File: config.mk
export PLATFORM = sky130hd
export DESIGN_NAME = si_aliens_march_ctrl
export DESIGN_NICKNAME = d
export VERILOG_FILES = /design/src/rtl/si_aliens_march_ctrl.sv
export SDC_FILE = /design/constraint.sdc
export NUM_CORES = 1
export LEC_CHECK = 0
export BUFFER_PORTS_ARGS = -buffer_cell sky130_fd_sc_hd__buf_2
export CAP_MARGIN = 20
export CORE_MARGIN = 2
export CORE_UTILIZATION = 50
export CTS_CLUSTER_SIZE = 40
export DETAILED_ROUTE_END_ITERATION = 8
export MAX_ROUTING_LAYER = met4
export PLACE_DENSITY = 0.67
export SYNTH_ARGS = -nofsm -noshare
export SYNTH_HDL_FRONTEND = slang
export SYNTH_SLANG_ARGS = --single-unit
File: constraint.sdc
create_clock -name ALIENS_MARCH_CLOCK_50 -period 3.7 [get_ports ALIENS_MARCH_CLOCK_50]
set_input_delay 0.74 -clock ALIENS_MARCH_CLOCK_50 [delete_from_list [all_inputs] [get_ports ALIENS_MARCH_CLOCK_50]]
set_output_delay 0.74 -clock ALIENS_MARCH_CLOCK_50 [all_outputs]
set_load 0.01 [all_outputs]
File: src/rtl/si_aliens_march_ctrl.sv
// ---------------------------------------------------------------------------
// si_aliens_march_ctrl
//
// Purpose:
//   Sequencer for the alien formation. It times each march step, decides
//   whether the formation moves sideways or drops one row, clears the alien
//   register bank when a wave starts, and reports wave completion and
//   game over.
//
// Ports:
//   ALIENS_MARCH_CLOCK_50              in   system clock, rising edge
//   ALIENS_MARCH_RESET_InHigh          in   synchronous reset, active high
//   ALIENS_MARCH_Start_In              in   one-cycle wave start request
//   ALIENS_MARCH_Pause_In              in   freezes the step timer while high
//   ALIENS_MARCH_ColOcc_InBus[7:0]     in   column occupancy, bit 7 = leftmost
//   ALIENS_MARCH_BottomHit_In          in   an alien reached the bottom row
//   ALIENS_MARCH_shiftselection_OutBus out  00 hold, 01 left, 10 right
//   ALIENS_MARCH_Load_OutLow           out  active-low pulse: move rows down
//   ALIENS_MARCH_Clear_OutLow          out  active-low pulse: clear the bank
//   ALIENS_MARCH_Busy_Out              out  high while a wave is running
//   ALIENS_MARCH_WaveDone_Out          out  one-cycle pulse, all aliens gone
//   ALIENS_MARCH_GameOver_Out          out  held high in the game-over state
// ---------------------------------------------------------------------------
module si_aliens_march_ctrl #(
    parameter int STEP_PERIOD = 25000000,
    parameter int STEP_DEC    = 1000000,
    parameter int MIN_PERIOD  = 5000000,
    parameter int CNT_W       = 25
) (
    input  logic       ALIENS_MARCH_CLOCK_50,
    input  logic       ALIENS_MARCH_RESET_InHigh,
    input  logic       ALIENS_MARCH_Start_In,
    input  logic       ALIENS_MARCH_Pause_In,
    input  logic [7:0] ALIENS_MARCH_ColOcc_InBus,
    input  logic       ALIENS_MARCH_BottomHit_In,
    output logic [1:0] ALIENS_MARCH_shiftselection_OutBus,
    output logic       ALIENS_MARCH_Load_OutLow,
    output logic       ALIENS_MARCH_Clear_OutLow,
    output logic       ALIENS_MARCH_Busy_Out,
    output logic       ALIENS_MARCH_WaveDone_Out,
    output logic       ALIENS_MARCH_GameOver_Out
);

    typedef enum logic [2:0] {
        ST_IDLE,
        ST_CLEAR,
        ST_WAIT,
        ST_DECIDE,
        ST_HSTEP,
        ST_DOWN,
        ST_OVER
    } state_t;

    localparam logic [CNT_W-1:0] STEP_PERIOD_C = CNT_W'(STEP_PERIOD);
    localparam logic [CNT_W-1:0] STEP_DEC_C    = CNT_W'(STEP_DEC);
    localparam logic [CNT_W-1:0] MIN_PERIOD_C  = CNT_W'(MIN_PERIOD);
    // One extra bit so MIN_PERIOD + STEP_DEC cannot overflow the compare.
    localparam logic [CNT_W:0]   DEC_FLOOR_C   = (CNT_W+1)'(MIN_PERIOD) + (CNT_W+1)'(STEP_DEC);

    state_t           state_q, state_d;
    logic [CNT_W-1:0] cnt_q, cnt_d;
    logic [CNT_W-1:0] period_q, period_d;
    logic             dir_right_q, dir_right_d;
    logic [1:0]       shift_q, shift_d;
    logic             load_n_q, load_n_d;
    logic             clear_n_q, clear_n_d;
    logic             busy_q, busy_d;
    logic             wave_done_q, wave_done_d;
    logic             game_over_q, game_over_d;

    // Next-state logic. Outputs are derived from the state being entered so
    // that, once registered, each pulse lines up with the cycle spent in its
    // own state (CLEAR, HSTEP, DOWN).
    always_comb begin
        state_d     = state_q;
        cnt_d       = cnt_q;
        period_d    = period_q;
        dir_right_d = dir_right_q;
        wave_done_d = 1'b0;

        case (state_q)
            ST_IDLE, ST_OVER: begin
                if (ALIENS_MARCH_Start_In) begin
                    state_d = ST_CLEAR;
                end
            end
            ST_CLEAR: begin
                dir_right_d = 1'b1;
                period_d    = STEP_PERIOD_C;
                cnt_d       = '0;
                state_d     = ST_WAIT;
            end
            ST_WAIT: begin
                if (!ALIENS_MARCH_Pause_In) begin
                    if (cnt_q == period_q - CNT_W'(1)) begin
                        cnt_d   = '0;
                        state_d = ST_DECIDE;
                    end else begin
                        cnt_d = cnt_q + CNT_W'(1);
                    end
                end
            end
            ST_DECIDE: begin
                // Bottom hit wins over an empty board: no WaveDone then.
                if (ALIENS_MARCH_BottomHit_In) begin
                    state_d = ST_OVER;
                end else if (ALIENS_MARCH_ColOcc_InBus == 8'h00) begin
                    state_d     = ST_IDLE;
                    wave_done_d = 1'b1;
                end else if (( dir_right_q && ALIENS_MARCH_ColOcc_InBus[0]) ||
                             (!dir_right_q && ALIENS_MARCH_ColOcc_InBus[7])) begin
                    state_d = ST_DOWN;
                end else begin
                    state_d = ST_HSTEP;
                end
            end
            ST_HSTEP: begin
                state_d = ST_WAIT;
            end
            ST_DOWN: begin
                dir_right_d = !dir_right_q;
                // Saturate at MIN_PERIOD without ever letting the subtract wrap.
                if ({1'b0, period_q} >= DEC_FLOOR_C) begin
                    period_d = period_q - STEP_DEC_C;
                end else begin
                    period_d = MIN_PERIOD_C;
                end
                state_d = ST_WAIT;
            end
            default: begin
                state_d = ST_IDLE;
            end
        endcase

        // Direction never changes on the way into HSTEP, so the current
        // direction selects the shift code.
        if (state_d == ST_HSTEP) begin
            shift_d = dir_right_q ? 2'b10 : 2'b01;
        end else begin
            shift_d = 2'b00;
        end
        load_n_d    = (state_d != ST_DOWN);
        clear_n_d   = (state_d != ST_CLEAR);
        busy_d      = (state_d != ST_IDLE) && (state_d != ST_OVER);
        game_over_d = (state_d == ST_OVER);
    end

    // State and output registers with synchronous reset.
    always_ff @(posedge ALIENS_MARCH_CLOCK_50) begin
        if (ALIENS_MARCH_RESET_InHigh) begin
            state_q     <= ST_IDLE;
            cnt_q       <= '0;
            period_q    <= STEP_PERIOD_C;
            dir_right_q <= 1'b1;
            shift_q     <= 2'b00;
            load_n_q    <= 1'b1;
            clear_n_q   <= 1'b1;
            busy_q      <= 1'b0;
            wave_done_q <= 1'b0;
            game_over_q <= 1'b0;
        end else begin
            state_q     <= state_d;
            cnt_q       <= cnt_d;
            period_q    <= period_d;
            dir_right_q <= dir_right_d;
            shift_q     <= shift_d;
            load_n_q    <= load_n_d;
            clear_n_q   <= clear_n_d;
            busy_q      <= busy_d;
            wave_done_q <= wave_done_d;
            game_over_q <= game_over_d;
        end
    end

    assign ALIENS_MARCH_shiftselection_OutBus = shift_q;
    assign ALIENS_MARCH_Load_OutLow           = load_n_q;
    assign ALIENS_MARCH_Clear_OutLow          = clear_n_q;
    assign ALIENS_MARCH_Busy_Out              = busy_q;
    assign ALIENS_MARCH_WaveDone_Out          = wave_done_q;
    assign ALIENS_MARCH_GameOver_Out          = game_over_q;

endmodule

==> qor.csv <==
stage,metric,value,unit
status,status,completed,
clock_tree,"Hold-fix buffers, CTS",0,
worst_setup_path,R2R Path Start,period_q[8]$_SDFFE_PP0P_,
global_route,gr usage total,22.6,%
clock_tree,CTS root buf,clkbuf_8,
sta,min setup slack post-route,0.380,ns
detailed_routing,Remaining DRCs,0,
sta,Peak Freq,0.301,GHz
placed_design,placed wire-length estimate,6.26,mm
detailed_routing,First DRT Iteration DRCs,151,
sta,Slew Limit Fails,0,
detailed_routing,Final ANT Viol Nets,0,
worst_hold_path,min-delay src,cnt_q[24]$_SDFFE_PP0P_,
power,total power,1130,uW
final_layout,share of cells above drive strength 1,10.7,%
clock_tree,Post-CTS Resized,0,
synthesis,Avg Inst Size Synth,7.69,um2
detailed_routing,Post-Route WL,8.41,mm
synthesis,"Distinct cells, synth",64,
sta,Final TNS setup,0,ns
final_layout,Synth-to-Final Area Change,6.18,%
global_route,total gr overflow,0,
worst_setup_path,startpoint types,flop,
placed_design,placed cell area,0.00380,mm2
floorplan,Die Ht,89.6,um
worst_hold_path,HP Class,reg2reg,
worst_setup_path,capturing point of the worst reg2reg path,cnt_q[11]$_SDFFE_PP0P_,
worst_setup_path,r2r setup slk,0.38,ns
synthesis,sequential element share of the synthesized area,30.1,%
floorplan,Initial Util,51.0,%
sta,Rel. slew slack,29.3,%
final_layout,layout filler cell count,712,
floorplan,cell row count,31,
worst_hold_path,Worst Hold Depth,2,
detailed_routing,top routing layer used,met4,
clock_tree,deepest level of the CTS H-tree,2,
floorplan,Core ar.,0.00718,mm2
placed_design,Setup WS pre-CTS,0.417,ns
synthesis,post-synth top area share,30.1,%
synthesis,Yosys Warn Count,0,
global_route,first-pass GRT wire length,14.0,mm
detailed_routing,via count,3391,
final_layout,final net count,494,
sta,final setup fails,0,
synthesis,"EDFF count, synth",0,
placed_design,Port-buffer cells,19,
clock_tree,clock sink count,55,
sta,Tightest Pin Transition,1.06,ns
floorplan,Die W,89.6,um
sta,RSZ-0062 raised after global routing,no,
global_route,vias in the first global route,3016,
clock_tree,CTS max path bufs,2,
final_layout,Antenna diodes,0,
detailed_routing,met1 WL,4.25,mm
detailed_routing,WL per Instance,14.6,um
worst_setup_path,worst setup path class,reg2reg,
sta,Tmin final,3.32,ns
global_route,initial antenna violation count,0,
detailed_routing,drt pass-1 iters,4,
synthesis,post-synthesis net count,493,
worst_setup_path,capturing element type of the critical path,flop,
final_layout,register area,0.00110,mm2
power,Static Leak,0.00132,uW
clock_tree,Clock transition at path regs,0.11,ns
worst_setup_path,CP max FO,22,
flow_run,max cap viols,0,
synthesis,Area contributors post-synth,"dfxtp_1 (30%), nand2_1 (6.5%), xnor2_1 (5.5%)",
detailed_routing,Via-to-Cell Ratio,5.88,
power,maximum VDD drop,0.195,mV
floorplan,die area,0.00803,mm2
worst_setup_path,CP Data Required Time,3.92,ns
floorplan,# IOs,20,
placed_design,GPL Wtd Cong,0.855,
worst_hold_path,Min-Delay Endpoint,cnt_q[24]$_SDFFE_PP0P_,
synthesis,Seq cells post-synth,55,
detailed_routing,met2 routed WL,3.69,mm
clock_tree,Worst-Skew Late Latency,0.32,ns
sta,final hold vios,0,
sta,period utilization,89.7,%
synthesis,"area leader, netlist",dfxtp_1,
worst_setup_path,"Data arrival, critical path",3.54,ns
detailed_routing,met3 WL,256,um
clock_tree,CTS tree,done,
sta,Clock Skew,0.0160,ns
clock_tree,post-CTS setup buffers,0,
power,pwr dens,290,mW/mm2
synthesis,Async SR Flop Fraction,0,%
clock_tree,TritonCTS Buffers,5,
synthesis,Main synth FF type,dfxtp_1,
final_layout,cell area after layout,0.00389,mm2
final_layout,Multi-input gate area,0.00234,mm2
worst_setup_path,reg2reg path depth,9,
synthesis,Mapped Area,0.00366,mm2
synthesis,post-synthesis cell count,476,
global_route,largest net degree at the start of global routing,28,
## per-stage QoR
stage	cells	util [%]	hold slack, ns
floorplan	476	-	0.458
global placement	569	52.9	0.481
detailed placement	569	52.9	0.489
CTS	577	54.2	0.505
global route	577	54.2	0.536
finish	577	54.2	0.506
## flip-flops by register name, indices dropped and copies added, names as in the netlist
register and cells:
period_q 19, ALIENS_MARCH_WaveDone_Out 1, ALIENS_MARCH_Busy_Out 1, dir_right_q 1, ALIENS_MARCH_Clear_OutLow 1, ALIENS_MARCH_GameOver_Out 1, cnt_q 25, state_q 3
ALIENS_MARCH_Load_OutLow 1, ALIENS_MARCH_shiftselection_OutBus 2
## report_power, final
part	internal [uW]	switching (uW)	leakage [uW]
combinational	61.5	97.0	0.000823
clock	136	208	0.0000485
sequential	604	18.9	0.000445
total	802	324	0.00132
## cell type report
class | instances | area share (%)
clock buffers | 5 | 1.77
multi-input cells | 374 | 60.1
repair buffers | 31 | 5.08
flip-flops and latches | 55 | 28.3
inverters | 10 | 0.965
clock inverters | 3 | 0.579
well taps | 99 | 3.19
## layer usage
metal	global-route usage, %	vias up
li1	-	1728
met1	30.2	1586
met2	35.0	61
met3	2.83	16
met4	8.28	0
met5	-	-
## synth_stat cells, drive strengths merged, types with 2 or more instances
| cell | instances |
|---|---|
| nand2 | 63 |
| dfxtp | 55 |
| nor2 | 36 |
| nand3 | 30 |
| clkbuf | 27 |
| xnor2 | 23 |
| a21oi | 21 |
| o21ai | 20 |
| nor3 | 16 |
| nand4 | 11 |
| buf | 10 |
| inv | 10 |
| o311ai | 10 |
| xor2 | 10 |
| nand2b | 8 |
| nor4 | 8 |
| nor2b | 7 |
| or3 | 7 |
| or4 | 7 |
| mux2i | 6 |
| nand3b | 6 |
| a21o | 5 |
| a22o | 5 |
| a31oi | 5 |
| and4 | 5 |
| nand4b | 5 |
| nor4b | 5 |
| o31ai | 5 |
| and2 | 4 |
| ha | 4 |
| or2 | 4 |
| or3b | 4 |
| nor3b | 3 |
| o211ai | 3 |
| o22ai | 3 |
| a2111oi | 2 |
| a211oi | 2 |
| a22oi | 2 |
| and3 | 2 |
| o21a | 2 |
| o221ai | 2 |
| o32ai | 2 |
## placed cells by master, fill, tap and decap left out, types with 6 or more instances in the layout
| cell type | synthesis | final |
|---|---|---|
| nand2_1 | 63 | 63 |
| nor3_1 | 16 | 15 |
| nor4_1 | 6 | 6 |
| buf_4 | 1 | 11 |
| dfxtp_1 | 55 | 55 |
| buf_2 | 3 | 19 |
| nor2b_1 | 7 | 7 |
| xor2_1 | 10 | 10 |
| xnor2_1 | 23 | 23 |
| mux2i_1 | 6 | 6 |
| nand4_1 | 11 | 11 |
| nand3b_1 | 6 | 6 |
| nand2b_1 | 8 | 8 |
| o21ai_0 | 14 | 14 |
| or3_1 | 7 | 7 |
| o21ai_1 | 6 | 6 |
| a21oi_1 | 21 | 21 |
| or4_1 | 6 | 6 |
| nor2_1 | 36 | 36 |
| nand3_1 | 30 | 30 |
| inv_1 | 10 | 10 |
| o311ai_1 | 9 | 9 |
## logic make-up after synthesis
| group | after synthesis | share of synthesized area, % |
|---|---|---|
| multiplexers | 6 | 1.64 |
| AO/OA/AOI/OAI | 97 | 18.3 |
| XOR/XNOR | 33 | 7.89 |
| flip-flops | 55 | 30.1 |
| buffers and inverters | 47 | 6.25 |
| adder cells (fa/ha/maj) | 4 | 1.37 |
| AND/OR/NAND/NOR | 234 | 34.4 |
## critical path: stages, from the launching register on
cell,delay [ns]
dfxtp_1,0.42
or4_1,0.71
or3_1,0.46
o32ai_2,0.28
o2111ai_1,0.17
a2111oi_2,0.35
a311oi_2,0.27
buf_12,0.24
a21o_1,0.15
a22o_1,0.17
## how the worst max path moves through the flow
| stage | slack (ns) | end | startpoint | depth (start not counted) |
|---|---|---|---|---|
| CTS | 0.38 | cnt_q[11]$_SDFFE_PP0P_ | period_q[8]$_SDFFE_PP0P_ | 9 |
| detailed placement | 0.42 | cnt_q[11]$_SDFFE_PP0P_ | period_q[8]$_SDFFE_PP0P_ | 9 |
| finish | 0.38 | cnt_q[11]$_SDFFE_PP0P_ | period_q[8]$_SDFFE_PP0P_ | 9 |
| global route | 0.15 | cnt_q[10]$_SDFFE_PP0P_ | period_q[8]$_SDFFE_PP0P_ | 9 |
| global placement | 0.49 | cnt_q[5]$_SDFFE_PP0P_ | period_q[8]$_SDFFE_PP0P_ | 9 |
| floorplan | 0.81 | cnt_q[11]$_SDFFE_PP0P_ | period_q[8]$_SDFFE_PP0P_ | 11 |
(Power assumes the default switching activity.)
